--- src/rtl/gcn_pkg.sv ---
// rtl/gcn_pkg.sv - shared defaults, reader states and element type for the GCN result path
package gcn_pkg;

  localparam int DEF_NUM_OF_NODES   = 6;
  localparam int DEF_WEIGHT_COLS    = 3;
  localparam int DEF_DOT_PROD_WIDTH = 16;

  typedef enum logic [2:0] {
    IDLE    = 3'd0,
    ISSUE   = 3'd1,
    WAIT    = 3'd2,
    COMPARE = 3'd3,
    OUTPUT  = 3'd4,
    DONE    = 3'd5
  } reader_state_t;

  typedef logic [DEF_DOT_PROD_WIDTH-1:0] dot_elem_t;

endpackage

--- src/rtl/gcn_argmax_step.sv ---
// rtl/gcn_argmax_step.sv - registered running-max unit, ties keep the lower index
module gcn_argmax_step
  import gcn_pkg::*;
#(
  parameter int WIDTH     = DEF_DOT_PROD_WIDTH,
  parameter int IDX_WIDTH = 2
) (
  input  logic                 clk,
  input  logic                 reset,
  input  logic                 init,
  input  logic [WIDTH-1:0]     init_score,
  input  logic                 step,
  input  logic [IDX_WIDTH-1:0] step_idx,
  input  logic [WIDTH-1:0]     step_score,
  output logic [IDX_WIDTH-1:0] best_idx,
  output logic [WIDTH-1:0]     best_score
);

  // init seeds the max with column 0; step replaces it only on a strictly larger score
  always_ff @(posedge clk or posedge reset) begin
    if (reset) begin
      best_idx   <= '0;
      best_score <= '0;
    end else if (init) begin
      best_idx   <= '0;
      best_score <= init_score;
    end else if (step && (step_score > best_score)) begin
      best_idx   <= step_idx;
      best_score <= step_score;
    end
  end

endmodule

--- src/rtl/adj_fm_wm_result_reader.sv ---
// rtl/adj_fm_wm_result_reader.sv - reads dot-product rows, picks per-node argmax, streams results
module adj_fm_wm_result_reader
  import gcn_pkg::*;
#(
  parameter int NUM_OF_NODES   = DEF_NUM_OF_NODES,
  parameter int WEIGHT_COLS    = DEF_WEIGHT_COLS,
  parameter int DOT_PROD_WIDTH = DEF_DOT_PROD_WIDTH,
  parameter int ROW_WIDTH      = (NUM_OF_NODES > 1) ? $clog2(NUM_OF_NODES) : 1,
  parameter int COL_WIDTH      = (WEIGHT_COLS > 1) ? $clog2(WEIGHT_COLS) : 1
) (
  input  logic                                clk,
  input  logic                                reset,
  input  logic                                start,
  output logic [ROW_WIDTH-1:0]                read_row,
  input  logic [WEIGHT_COLS*DOT_PROD_WIDTH-1:0] dot_product,
  output logic                                out_valid,
  input  logic                                out_ready,
  output logic [ROW_WIDTH-1:0]                out_row,
  output logic [COL_WIDTH-1:0]                out_class,
  output logic [DOT_PROD_WIDTH-1:0]           out_score,
  output logic                                busy,
  output logic                                done
);

  localparam logic [ROW_WIDTH-1:0] LAST_ROW = ROW_WIDTH'(NUM_OF_NODES - 1);
  localparam logic [COL_WIDTH-1:0] LAST_COL = COL_WIDTH'(WEIGHT_COLS - 1);

  reader_state_t state;
  reader_state_t state_next;

  logic [ROW_WIDTH-1:0] row_cnt;
  logic [COL_WIDTH-1:0] col_cnt;
  logic [WEIGHT_COLS-1:0][DOT_PROD_WIDTH-1:0] row_buf;

  logic                      max_init;
  logic                      max_step;
  logic [COL_WIDTH-1:0]      best_idx;
  logic [DOT_PROD_WIDTH-1:0] best_score;

  // State register
  always_ff @(posedge clk or posedge reset) begin
    if (reset) begin
      state <= IDLE;
    end else begin
      state <= state_next;
    end
  end

  // Next-state decode; start is only looked at in IDLE so it cannot restart a run
  always_comb begin
    state_next = state;
    case (state)
      IDLE:    if (start) state_next = ISSUE;
      ISSUE:   state_next = WAIT;
      WAIT:    state_next = (WEIGHT_COLS == 1) ? OUTPUT : COMPARE;
      COMPARE: if (col_cnt == LAST_COL) state_next = OUTPUT;
      OUTPUT:  if (out_ready) state_next = (row_cnt == LAST_ROW) ? DONE : ISSUE;
      DONE:    state_next = IDLE;
      default: state_next = IDLE;
    endcase
  end

  // Row/column counters, row address and row buffer; read_row is loaded as ISSUE is entered
  // so the multiplier sees the new address during ISSUE and answers during WAIT
  always_ff @(posedge clk or posedge reset) begin
    if (reset) begin
      row_cnt  <= '0;
      read_row <= '0;
      col_cnt  <= '0;
      row_buf  <= '0;
    end else begin
      case (state)
        IDLE: begin
          if (start) begin
            row_cnt  <= '0;
            read_row <= '0;
          end
        end
        WAIT: begin
          row_buf <= dot_product;
          col_cnt <= COL_WIDTH'(1);
        end
        COMPARE: begin
          col_cnt <= col_cnt + 1'b1;
        end
        OUTPUT: begin
          if (out_ready && (row_cnt != LAST_ROW)) begin
            row_cnt  <= row_cnt + 1'b1;
            read_row <= row_cnt + 1'b1;
          end
        end
        default: begin
        end
      endcase
    end
  end

  assign max_init = (state == WAIT);
  assign max_step = (state == COMPARE);

  gcn_argmax_step #(
    .WIDTH     (DOT_PROD_WIDTH),
    .IDX_WIDTH (COL_WIDTH)
  ) u_argmax (
    .clk        (clk),
    .reset      (reset),
    .init       (max_init),
    .init_score (dot_product[DOT_PROD_WIDTH-1:0]),
    .step       (max_step),
    .step_idx   (col_cnt),
    .step_score (row_buf[col_cnt]),
    .best_idx   (best_idx),
    .best_score (best_score)
  );

  // Result fields come straight from registers that are frozen while OUTPUT waits for ready
  assign out_valid = (state == OUTPUT);
  assign out_row   = row_cnt;
  assign out_class = best_idx;
  assign out_score = best_score;
  assign busy      = (state != IDLE);
  assign done      = (state == DONE);

endmodule

--- config.mk ---
export PLATFORM = sky130hd
export DESIGN_NAME = adj_fm_wm_result_reader
export DESIGN_NICKNAME = d
export VERILOG_FILES = /design/src/rtl/gcn_pkg.sv /design/src/rtl/gcn_argmax_step.sv /design/src/rtl/adj_fm_wm_result_reader.sv
export SDC_FILE = /design/constraint.sdc
export NUM_CORES = 1
export LEC_CHECK = 0
export ABC_CLOCK_PERIOD_IN_PS = 2930
export BUFFER_PORTS_ARGS = -buffer_cell sky130_fd_sc_hd__buf_4
export CAP_MARGIN = 20
export CELL_PAD_IN_SITES_DETAIL_PLACEMENT = 2
export CELL_PAD_IN_SITES_GLOBAL_PLACEMENT = 2
export CORE_ASPECT_RATIO = 0.9
export CORE_MARGIN = 3
export CORE_UTILIZATION = 25
export CTS_CLUSTER_DIAMETER = 50
export DETAILED_ROUTE_END_ITERATION = 16
export PLACE_DENSITY_LB_ADDON = 0.1
export SYNTH_ARGS = -nofsm -noshare
export SYNTH_HDL_FRONTEND = slang
export SYNTH_SLANG_ARGS = --single-unit
--- constraint.sdc ---
create_clock -name clk -period 2.93 [get_ports clk]
set_clock_uncertainty 0.1 [all_clocks]
set_input_delay 0.1465 -clock clk [delete_from_list [all_inputs] [get_ports clk]]
set_output_delay 0.1465 -clock clk [all_outputs]
set_load 0.02 [all_outputs]
==> flow_summary.ini, run 1 <==
[clocking]
htreeDepth = 3
cts_tree = done
cts_buffer_depth = 2
numCtsBuffers = 9
clock-root-buffer = clkbuf_16
clk_latency_ns = 0.34
cts_sinks = 74
cts.clk_slew.worst_paths_ns = 0.06

[synth]
synth_largest_area_cell = dfrtp_1
synth-seq-cells = 74
synth_ff_type = dfrtp_1
ys_types = 39
synth_seq_area_share_pct = 48.2
async_reset_ff_share_pct = 100
syn-num-nets = 506
syn_inst = 435
synth_area_um2 = 3840
synth_area_leaders = dfrtp_1, nand2_1, mux2i_1
synth_top_area_share_pct = 48.2
avgSynthCellArea_um2 = 8.83
ys_warn_count = 0
synth-edff-count = 0

[worst_setup_path]
start_kind = flip-flop
end_kind = flip-flop
critPathBufInv = 2
slowest_stage = dfrtp_2
crit_family = simple AND/OR/NAND/NOR gates
cp.arrival_ns = 2.94
cpMostUsedCell = buf_8
critPathRequiredTime_ns = 3.09
crit_chain = buf_8 > mux2i_4 > o21ai_1 > ha_1 > nand4_4 > nor2_1 > nor3_2 > nand3_1 > o21ai_4 > buf_8 > mux2i_1
crit_type = reg2reg
worstPathMaxFanout = 8
slowest_delay_ns = 0.43

[timing]
setup_viol = 0
timing_hold_violations_final = 0
tightest_slew_ns = 0.429
slew_violations = 0
slew_headroom_pct = 71.4
fmax_mhz = 359
layout_min_cycle_time_ns = 2.78
period_share_pct = 95.0

[route]
drt_iter0_drc = 108
postRouteAntennaNets = 0
drt_pre_antenna_iters = 4
drt-wirelength-per-cell_um = 15.9
vias_per_cell = 4.52
drc = 0
dr_total_vias = 3502
drt-total-wl_um = 12300

[cells_and_area]
area_growth_pct = 47.0
finalCoreUtilization_pct = 38.0
nNetsFinal = 643
antennaDiodeCount = 0
layout_common_cells = nand2_1, buf_4, dfrtp_1
drive_gt1_share_pct = 23.2
seq_area_um2 = 1850
multi_input_area_um2 = 1860
stdcell_area_um2 = 5650
final_common_cell = nand2_1
nFillCells = 1640

[floorplan]
num_rows = 42
die_w_um = 137
start_util_pct = 25.8
core_area_um2 = 14900
num_io_pins = 79
dieArea_um2 = 16900
fp.dieH_um = 124

[flow_run]
maxCapViolations = 0

[place]
place_area_um2 = 4700
hpwl_um = 8490
place.gp.congestion = 0.740
io_buffers = 78

[pwr]
leakage_nw = 2.86
vdd_drop_max_mv = 0.348
p_per_area_nw_per_um2 = 1200

[global_routing]
grt_pass1_vias = 3804
overflow = 0
grt_pass1_wl_um = 20300
groute.usage.overall_pct = 15.5
grt_max_degree = 75
antenna_found_initial = 0

[run_status]
status = finished, final reports clean

[worst_hold_path]
hold_path_class = in2reg
-- kinds of logic after synthesis --
kind of cell / Yosys count / synth area share [%]
compound gates: 61 / 9.90
flops: 74 / 48.2
mux: 32 / 8.47
simple gates: 205 / 21.9
buf+inv: 44 / 5.41
fa+ha+maj: 19 / 6.19
-- cell type report --
type,instances,share of cell area [%]
Inverter,23,1.53
Tap cell,198,4.39
Multi-Input combinational cell,317,32.9
Timing Repair Buffer,147,23.3
Sequential cell,74,32.8
Clock buffer,14,4.85
Clock inverter,2,0.177
-- sequential cells by signal, indices dropped and copies added (netlist names) --
name                 count
u_argmax.best_score     16
state                    3
out_row                  3
u_argmax.best_idx        2
col_cnt                  2
row_buf                 48
-- timing repair --
action | CTS | global route
setup buffers | 0 | 6
endpoints found under the hold margin | 123 | 0
hold buffers | 50 | 0
pin swaps | 3 | 15
gates resized for setup | 8 | 26
endpoints found under the setup margin | 14 | 17
-- synth_stat cells, drive strengths merged, types with 4 or more instances --
library cell	n
o21ai	25
dfrtp	74
nand2	174
nand3	4
nor2	9
inv	23
mux2i	31
buf	14
a21boi	15
ha	19
clkbuf	7
a21oi	13
nor3	7
-- power by group --
part | internal [mW] | leakage [nW] | switching [mW]
sequential | 1.53 | 0.915 | 0.367
combinational | 1.68 | 1.80 | 2.14
clock | 0.641 | 0.143 | 0.425
-- metal layers --
layer	wire length, um	vias up	GRT usage, %	share of wire, %
met2	5780	55	25.0	47
met5	0	-	0	0
met4	118	0	3.40	0.96
li1	-	1697	-	-
met1	5960	1743	21.0	48
met3	470	7	4.32	3.8
-- tightest hold or removal path, cell delays in order --
cell and delay (ns):
buf_4 0.09, nor2_1 0.03, o22ai_1 0.14, a22o_1 0.15
-- final timing paths --
check                                         from                            endpoint  slack, ns  cells past startpoint
setup / recovery            col_cnt[1]$_DFFE_PP0P_  u_argmax.best_score[5]$_DFFE_PP0P_       0.15                     11
hold / removal                               start                state[0]$_DFFE_PP0P_       0.16                      4
setup reg to reg            col_cnt[1]$_DFFE_PP0P_  u_argmax.best_score[5]$_DFFE_PP0P_       0.15                     11
hold reg to reg            row_buf[11]$_DFFE_PP0P_             row_buf[11]$_DFFE_PP0P_       0.37                      2
max in group asynchronous                    reset              col_cnt[1]$_DFFE_PP0P_       2.03                      4
min in group asynchronous                    reset             row_buf[43]$_DFFE_PP0P_       0.35                      4
-- stage by stage --
| step | hold WS (ns) | power (mW) | setup slack [ns] | cells | TNS [ns] |
|---|---|---|---|---|---|
| floorplan | 0.152 | 4.20 | 0.165 | 435 | 0 |
| finish | 0.156 | 6.79 | 0.147 | 775 | 0 |
| CTS | 0.134 | 6.65 | 0.00251 | 769 | 0 |
| global route | 0.166 | 7.45 | -0.0272 | 775 | -0.0622 |
| detailed placement | 0.191 | 5.37 | -0.0278 | 703 | -0.0646 |
| global placement | 0.195 | 5.24 | 0.0625 | 703 | 0 |
(Power assumes the default switching activity.)
==> run 2, diff against run 1 <==
--- a/config.mk
+++ b/config.mk
@@ -16,6 +16,7 @@
 export CTS_CLUSTER_DIAMETER = 50
 export DETAILED_ROUTE_END_ITERATION = 16
 export PLACE_DENSITY_LB_ADDON = 0.1
+export RECOVER_POWER = 50
 export SYNTH_ARGS = -nofsm -noshare
 export SYNTH_HDL_FRONTEND = slang
 export SYNTH_SLANG_ARGS = --single-unit
==> run 2 against run 1 <==
Wire length about the same. Critical endpoint unchanged. Sequential power hardly changed. Die area unchanged. Clock power barely moved. Worst hold slack about the same. Final area down 1.1%. The flow now finishes with violations (max-capacitance violations, max-slew violations). Setup slack lost 0.0043 ns. Global-route usage unchanged.
==> flow_summary.ini, run 2 (synthesis gave the netlist of run 1 again) <==
[clocking]
cts_sinks = 74
cts.clk_slew.worst_paths_ns = 0.06
numCtsBuffers = 9
clock-root-buffer = clkbuf_16
cts_buffer_depth = 2
cts_tree = done
clk_latency_ns = 0.34
htreeDepth = 3

[global_routing]
groute.usage.overall_pct = 15.5
antenna_found_initial = 0
grt_pass1_vias = 3804
grt_max_degree = 75
overflow = 0
grt_pass1_wl_um = 20300

[route]
dr_total_vias = 3497
drt-wirelength-per-cell_um = 15.9
vias_per_cell = 4.51
drt_iter0_drc = 107
drt-total-wl_um = 12300
postRouteAntennaNets = 0
drt_pre_antenna_iters = 4
drc = 0

[pwr]
net-switching-power_mw = 2.93
intPower_mw = 3.79
vdd_drop_max_mv = 0.348
p_per_area_nw_per_um2 = 1200
power_frac_comb_pct = 56.0
power_frac_clock_pct = 15.9
power_frac_seq_pct = 28.1
leakage_nw = 2.81
finalPower_mw = 6.73
netSwitchingFraction_pct = 43.6

[cells_and_area]
largest_reg_flops = 48
area_growth_pct = 45.4
layout_common_cells = nand2_1, buf_4, dfrtp_1
top_regs = row_buf (48), u_argmax.best_score (16)
antennaDiodeCount = 0
drive_gt1_share_pct = 21.0
nNetsFinal = 643
final_common_cell = nand2_1
regMostFlops = row_buf
nFillCells = 1654

[timing]
layout_min_cycle_time_ns = 2.79
slew_violations = 75
slew_headroom_pct = -30.5
fmax_mhz = 359
period_share_pct = 95.1
holdWs_ns = 0.156
tns_ns = 0
setup_viol = 0
timing_hold_violations_final = 0
setup_ws_ns = 0.143
tightest_slew_ns = 1.96

[place]
io_buffers = 78
hpwl_um = 8490
place.gp.congestion = 0.740
pre_cts_ws_ns = -0.0278

[floorplan]
die_w_um = 137
fp.dieH_um = 124
num_rows = 42
start_util_pct = 25.8
core_area_um2 = 14900
num_io_pins = 79
dieArea_um2 = 16900

[run_status]
status = complete, but fails checks
violations = max-capacitance violations, max-slew violations

[worst_setup_path]
end_kind = flip-flop
worstPathMaxFanout = 8
critPathRequiredTime_ns = 3.09
crit_type = reg2reg
r2r_cells = 11
start_kind = flip-flop
cp.arrival_ns = 2.94

[worst_hold_path]
hold_path_class = in2reg
hold_depth = 4

[flow_run]
maxCapViolations = 1
==> run 2: stage by stage <==
stage          cells  instance area [um2]  util, %
6_report         775                 5590     37.6
3_5_place_dp     703                 4700     31.6
5_1_grt          775                 5590     37.6
4_1_cts          769                 5520     37.1
2_1_floorplan    435                 3840        -
3_3_place_gp     703                 4700     31.6
==> run 2: critical path, stage by stage, from the launching register on <==
cell and delay, ns:
dfrtp_2 0.43, buf_8 0.17, mux2i_4 0.25, o21ai_1 0.10
ha_1 0.35, nand4_4 0.11, nor2_1 0.07, nor3_2 0.25
nand3_1 0.17, o21ai_4 0.29, buf_8 0.19, mux2i_1 0.22
==> run 2: timing repair <==
action | CTS | global route
hold endpoints to repair | 123 | 0
pin swaps | 3 | 15
endpoints found under the setup margin | 14 | 17
hold buffers | 50 | 0
gates resized for setup | 8 | 26
gates cloned | 0 | 0
buffers inserted | 0 | 6
==> run 2: metal layers <==
layer | global-route usage [%] | vias to the layer above | part of all wire [%]
li1 | - | 1697 | -
met1 | 21.0 | 1738 | 48
met4 | 3.40 | 0 | 0.96
met5 | 0 | - | 0
met2 | 25.0 | 55 | 47
met3 | 4.32 | 7 | 3.8
==> run 2: cell type report <==
type | count | area (um2) | share of cell area (%)
Sequential cell | 74 | 1850 | 33.2
Multi-Input combinational cell | 317 | 1860 | 33.3
Timing Repair Buffer | 147 | 1260 | 22.5
Clock inverter | 2 | 10.0 | 0.179
Tap cell | 198 | 248 | 4.43
Inverter | 23 | 86.3 | 1.55
Clock buffer | 14 | 274 | 4.90
==> run 2: power groups by stage <==
stage / sequential [mW] / combinational [mW] / clock [mW]
6_report: 1.89 / 3.77 / 1.07
5_1_grt: 1.97 / 4.27 / 1.15
3_3_place_gp: 1.88 / 3.36 / 0
3_5_place_dp: 1.90 / 3.47 / 0
4_1_cts: 1.89 / 3.64 / 1.11
2_1_floorplan: 1.90 / 2.30 / 0
==> run 2: worst paths after layout <==
kind | start | to | slack [ns]
hold / removal | start | state[0]$_DFFE_PP0P_ | 0.16
hold reg to reg | row_buf[11]$_DFFE_PP0P_ | row_buf[11]$_DFFE_PP0P_ | 0.37
setup / recovery | col_cnt[1]$_DFFE_PP0P_ | u_argmax.best_score[5]$_DFFE_PP0P_ | 0.14
min in group asynchronous | reset | row_buf[43]$_DFFE_PP0P_ | 0.97
setup reg to reg | col_cnt[1]$_DFFE_PP0P_ | u_argmax.best_score[5]$_DFFE_PP0P_ | 0.14
max in group asynchronous | reset | col_cnt[1]$_DFFE_PP0P_ | 0.47
